File: config.mk
export PLATFORM = sky130hd
export DESIGN_NAME = sc_shift_sequencer
export DESIGN_NICKNAME = d
export VERILOG_FILES = /design/src/rtl/sc_shift_sequencer.sv
export SDC_FILE = /design/constraint.sdc
export NUM_CORES = 1
export LEC_CHECK = 0
export CAP_MARGIN = 15
export CELL_PAD_IN_SITES_DETAIL_PLACEMENT = 0
export CELL_PAD_IN_SITES_GLOBAL_PLACEMENT = 2
export CORE_UTILIZATION = 26
export CTS_CLUSTER_DIAMETER = 50
export CTS_CLUSTER_SIZE = 8
export DETAILED_ROUTE_END_ITERATION = 8
export GPL_ROUTABILITY_DRIVEN = 0
export PLACE_DENSITY = 0.87
export SYNTH_ARGS = -nofsm -noshare
export SYNTH_HDL_FRONTEND = slang
export SYNTH_SLANG_ARGS = --single-unit
File: constraint.sdc
create_clock -name SC_SHIFTSEQ_CLOCK_50 -period 2.2 [get_ports SC_SHIFTSEQ_CLOCK_50]
set_clock_uncertainty 0.15 [all_clocks]
set_input_delay 0.33 -clock SC_SHIFTSEQ_CLOCK_50 [delete_from_list [all_inputs] [get_ports SC_SHIFTSEQ_CLOCK_50]]
set_output_delay 0.33 -clock SC_SHIFTSEQ_CLOCK_50 [all_outputs]
set_load 0.01 [all_outputs]
File: src/rtl/sc_shift_sequencer.sv
//------------------------------------------------------------------------------
// sc_shift_sequencer
// Sequences one shift command: source onto BUSA, load the shifter, shift N
// times, then write the result to a general register.
// Revision: 1.0
//------------------------------------------------------------------------------
`default_nettype none

module sc_shift_sequencer #(
  parameter int DATAWIDTH_DECODER_SELECTION    = 3,
  parameter int DATAWIDTH_MUX_SELECTION        = 3,
  parameter int DATAWIDTH_ALU_SELECTION        = 4,
  parameter int DATAWIDTH_REGSHIFTER_SELECTION = 2,
  parameter int DATAWIDTH_COUNT                = 4
) (
  input  logic                                      SC_SHIFTSEQ_CLOCK_50,
  input  logic                                      SC_SHIFTSEQ_Reset_InHigh,
  input  logic                                      SC_SHIFTSEQ_Start_InHigh,
  input  logic [2:0]                                SC_SHIFTSEQ_Src_In,
  input  logic [2:0]                                SC_SHIFTSEQ_Dst_In,
  input  logic                                      SC_SHIFTSEQ_Dir_In,
  input  logic [DATAWIDTH_COUNT-1:0]                SC_SHIFTSEQ_Count_In,
  input  logic                                      SC_SHIFTSEQ_Abort_InHigh,
  output logic                                      SC_SHIFTSEQ_Ready_Out,
  output logic                                      SC_SHIFTSEQ_Done_Out,
  output logic                                      SC_SHIFTSEQ_Error_Out,
  output logic [DATAWIDTH_DECODER_SELECTION-1:0]    SC_SHIFTSEQ_DecoderSelectionWrite_Out,
  output logic [DATAWIDTH_MUX_SELECTION-1:0]        SC_SHIFTSEQ_MUXSelectionBUSA_Out,
  output logic [DATAWIDTH_MUX_SELECTION-1:0]        SC_SHIFTSEQ_MUXSelectionBUSB_Out,
  output logic [DATAWIDTH_ALU_SELECTION-1:0]        SC_SHIFTSEQ_ALUSelection_Out,
  output logic                                      SC_SHIFTSEQ_RegSHIFTERLoad_OutLow,
  output logic [DATAWIDTH_REGSHIFTER_SELECTION-1:0] SC_SHIFTSEQ_RegSHIFTERShiftSelection_OutLow
);

  typedef enum logic [2:0] {
    ST_IDLE     = 3'd0,
    ST_LOAD_SEL = 3'd1,
    ST_LOAD     = 3'd2,
    ST_SHIFT    = 3'd3,
    ST_WRITE    = 3'd4,
    ST_DONE     = 3'd5
  } state_t;

  localparam logic [DATAWIDTH_REGSHIFTER_SELECTION-1:0] c_SHIFT_LEFT  =
    DATAWIDTH_REGSHIFTER_SELECTION'(1);
  localparam logic [DATAWIDTH_REGSHIFTER_SELECTION-1:0] c_SHIFT_RIGHT =
    DATAWIDTH_REGSHIFTER_SELECTION'(2);

  state_t                     state_q, state_d;
  logic [2:0]                 src_q, src_d;
  logic [2:0]                 dst_q, dst_d;
  logic                       dir_q, dir_d;
  logic [DATAWIDTH_COUNT-1:0] count_q, count_d;
  logic [DATAWIDTH_COUNT-1:0] cnt_q, cnt_d;
  logic                       err_q, err_d;
  logic                       w_cmd_illegal;

  // Sources 110/111 have no register behind them; only RegGen_0..3 are writable.
  assign w_cmd_illegal = (SC_SHIFTSEQ_Src_In[2] & SC_SHIFTSEQ_Src_In[1]) | SC_SHIFTSEQ_Dst_In[2];

  always_ff @(posedge SC_SHIFTSEQ_CLOCK_50) begin
    if (SC_SHIFTSEQ_Reset_InHigh) begin
      state_q <= ST_IDLE;
      src_q   <= '0;
      dst_q   <= '0;
      dir_q   <= 1'b0;
      count_q <= '0;
      cnt_q   <= '0;
      err_q   <= 1'b0;
    end else begin
      state_q <= state_d;
      src_q   <= src_d;
      dst_q   <= dst_d;
      dir_q   <= dir_d;
      count_q <= count_d;
      cnt_q   <= cnt_d;
      err_q   <= err_d;
    end
  end

  always_comb begin
    state_d = state_q;
    src_d   = src_q;
    dst_d   = dst_q;
    dir_d   = dir_q;
    count_d = count_q;
    cnt_d   = cnt_q;
    err_d   = 1'b0;

    SC_SHIFTSEQ_DecoderSelectionWrite_Out       = '1;
    SC_SHIFTSEQ_MUXSelectionBUSA_Out            = '1;
    SC_SHIFTSEQ_MUXSelectionBUSB_Out            = '1;
    SC_SHIFTSEQ_ALUSelection_Out                = '1;
    SC_SHIFTSEQ_RegSHIFTERLoad_OutLow           = 1'b1;
    SC_SHIFTSEQ_RegSHIFTERShiftSelection_OutLow = '1;

    case (state_q)
      ST_IDLE: begin
        if (SC_SHIFTSEQ_Start_InHigh) begin
          if (w_cmd_illegal) begin
            err_d = 1'b1;
          end else begin
            src_d   = SC_SHIFTSEQ_Src_In;
            dst_d   = SC_SHIFTSEQ_Dst_In;
            dir_d   = SC_SHIFTSEQ_Dir_In;
            count_d = SC_SHIFTSEQ_Count_In;
            state_d = ST_LOAD_SEL;
          end
        end
      end

      ST_LOAD_SEL: begin
        SC_SHIFTSEQ_MUXSelectionBUSA_Out = DATAWIDTH_MUX_SELECTION'(src_q);
        SC_SHIFTSEQ_ALUSelection_Out     = '0;
        state_d = SC_SHIFTSEQ_Abort_InHigh ? ST_IDLE : ST_LOAD;
      end

      ST_LOAD: begin
        SC_SHIFTSEQ_MUXSelectionBUSA_Out  = DATAWIDTH_MUX_SELECTION'(src_q);
        SC_SHIFTSEQ_ALUSelection_Out      = '0;
        SC_SHIFTSEQ_RegSHIFTERLoad_OutLow = 1'b0;
        if (SC_SHIFTSEQ_Abort_InHigh) begin
          state_d = ST_IDLE;
        end else if (count_q == '0) begin
          state_d = ST_WRITE;
        end else begin
          cnt_d   = count_q;
          state_d = ST_SHIFT;
        end
      end

      ST_SHIFT: begin
        SC_SHIFTSEQ_RegSHIFTERShiftSelection_OutLow = dir_q ? c_SHIFT_RIGHT : c_SHIFT_LEFT;
        if (SC_SHIFTSEQ_Abort_InHigh) begin
          state_d = ST_IDLE;
        end else begin
          // Saturating decrement; the exit on value 1 keeps it from ever reaching a wrap.
          if (cnt_q != '0) begin
            cnt_d = cnt_q - DATAWIDTH_COUNT'(1);
          end
          if (cnt_q <= DATAWIDTH_COUNT'(1)) begin
            state_d = ST_WRITE;
          end
        end
      end

      ST_WRITE: begin
        SC_SHIFTSEQ_DecoderSelectionWrite_Out = DATAWIDTH_DECODER_SELECTION'(dst_q);
        state_d = ST_DONE;
      end

      ST_DONE: begin
        state_d = ST_IDLE;
      end

      default: begin
        state_d = ST_IDLE;
      end
    endcase
  end

  assign SC_SHIFTSEQ_Ready_Out = (state_q == ST_IDLE);
  assign SC_SHIFTSEQ_Done_Out  = (state_q == ST_DONE);
  assign SC_SHIFTSEQ_Error_Out = err_q;

endmodule

`default_nettype wire

==> reports/qor.csv <==
metric,value,unit
cts_tree,yes,
synthArstFlopShare,0,%
avgViaCountPerCell,4.60,
reg2reg_depth,6,
layout.nets,164,
max_freq,463,MHz
critPathLaunchType,flip-flop,
period_share,98.1,%
end_kind,output port,
ant_nets,0,
drt-initial-drc-count,31,
synth_seq_cells,19,
synth_ff_type,dfxtp_1,
combPwrFrac,16.3,%
min_path_cells,2,
clockPowerShare,33.9,%
wl_per_cell,12.0,microns
cts.path.max_buffers,2,
tritoncts_num_sinks,19,
synth_cell_types,36,
hpwl,1770,microns
yosys_warnings,0,
area_delta_synth_final,37.0,%
num_antenna_cells,0,
rows,22,
cp_data_required_time,1720,ps
die_width,65.7,microns
setup_viol,0,
tightest_slew,628,ps
vias,892,
syn_area,0.00105,sq mm
worst-path-max-fanout,9,
drive_above_1_share,17.8,%
cts_hold_buffers,0,
drc_errors,0,
grt_max_degree,15,
grt_pass1_wl,3840,microns
initial_core_util,28.0,%
outcome,"finished, final reports clean",
swShare,24.7,%
clk_pin_slew,70,ps
place_area,0.00137,sq mm
slew_headroom,58.0,%
core_area,0.00377,sq mm
hold_viol,0,
firstDrtPassIters,6,
die_height,65.7,microns
power.internal,0.551,mW
powerDensity,506,mW/mm^2
netlist_instances,117,
wirelength,2330,microns
min_period,2160,ps
design_area,0.00145,sq mm
p_leak,0.602,nW
hold_path.class,reg -> reg,
worstSkewPairLatency,260,ps
p_switching,0.181,mW
antenna_found_initial,0,
ys_seq_area_share,36.1,%
avgSynthCellArea,9.02,sq um
grtUsageTotal,11.9,%
max-cap-violations,0,
crit_type,reg -> out,
die_area,0.00432,sq mm
io_pins,34,
seq_power_share,49.7,%
grt_pass1_vias,799,
synth_edf_count,0,
root_buffer,clkbuf_8,
port_buffers,30,
vdd_drop_max,0.000236,V
htree_levels,1,
worst_ep_arrival_time,1680,ps
grt_overflow,0,
cts_buffers,3,
slew_violations,0,
place_inst,189,
instances_no_fill,194,
-- kinds of logic after synthesis --
family,after synthesis,share of synthesized area (%)
compound gates,17,11.7
xor+xnor,1,0.831
fa+ha+maj,2,2.37
buf+inv,15,8.66
flops,19,36.1
mux,11,10.4
other cells,1,0.356
simple gates,51,29.5
-- cells in the final DEF, fill, tap and decap left out, drive strengths merged, types with 2 or more instances in the layout --
cell type	synthesis	routed
or3	4	4
conb	1	3
nor3	3	3
or3b	2	2
o21ai	4	4
dfxtp	19	19
and3b	2	2
clkbuf	2	3
buf	10	5
mux2i	11	11
a21o	3	3
clkdlybuf4s50	0	30
nor4	2	2
or2	7	7
a21oi	6	6
inv	3	3
nor2	16	16
nand2	8	8
ha	2	2
-- state kept, by name (all words and copies together), names as in the netlist --
signal	cells
SC_SHIFTSEQ_Error_Out	1
cnt_q	4
count_q	4
dir_q	1
dst_q	3
src_q	3
state_q	3
-- worst paths after layout --
kind	startpoint	to	slack [ps]
worst max-delay path	state_q[1]$_SDFFE_PP0P_	SC_SHIFTSEQ_RegSHIFTERLoad_OutLow	40
worst min-delay path	dst_q[0]$_SDFFE_PP0P_	dst_q[0]$_SDFFE_PP0P_	340
worst max register to register	cnt_q[0]$_SDFFE_PP0P_	cnt_q[0]$_SDFFE_PP0P_	470
worst min register to register	dst_q[0]$_SDFFE_PP0P_	dst_q[0]$_SDFFE_PP0P_	340
-- per-stage QoR --
step                utilization (%)  power, mW  TNS [ps]  hold WS (ps)  worst slack (ps)
floorplan                         -      0.440         0           298               631
global placement               36.4      0.492         0           329               216
detailed placement             36.4      0.493         0           331               197
CTS                            37.8      0.745         0           349              22.4
global route                   38.3      0.773     -4.16           377             -4.12
finish                         38.3      0.732         0           344              41.6
-- power by group through the flow --
stage / Clock [mW] / Combinational (mW) / Sequential (mW)
floorplan: 0 / 0.0707 / 0.369
global placement: 0 / 0.118 / 0.373
detailed placement: 0 / 0.120 / 0.373
CTS: 0.260 / 0.120 / 0.365
global route: 0.278 / 0.129 / 0.366
finish: 0.248 / 0.120 / 0.364
-- synth_stat cells (all sizes together) (3+ instances only) --
library cell,n,area [sq um]
mux2i,11,110
dfxtp,19,380
inv,3,11.3
o21ai,4,20.0
or3,4,25.0
buf,10,72.6
a21o,3,22.5
or2,7,43.8
nor3,3,20.0
a21oi,6,37.5
nor2,16,60.1
nand2,8,30.0
-- critical path, stage by stage, from the launching register on --
cell             delay, ps
dfxtp_2                450
or3b_2                 480
clkdlybuf4s50_1        490
-- metal layers --
layer	vias up	wire length, microns	GRT usage (%)
li1	454	-	-
met1	418	1130	15.2
met2	18	1110	18.5
met3	2	62	3.65
met4	0	34	4.89
met5	-	0	0
-- timing repair --
action                                  CTS  global route
endpoints found under the setup margin   12            10
buffers inserted                          0             1
resized for setup                         3             3
endpoints found under the hold margin     0             0
-- cell type report --
class | instances | area, sq um
Fill cell | 387 | 2330
Timing Repair Buffer | 35 | 338
Tap cell | 48 | 60.1
Multi-Input combinational cell | 85 | 598
Inverter | 3 | 11.3
Sequential cell | 19 | 389
Clock buffer | 3 | 41.3
Clock inverter | 1 | 7.51
Power figures use the tool's default switching activity.
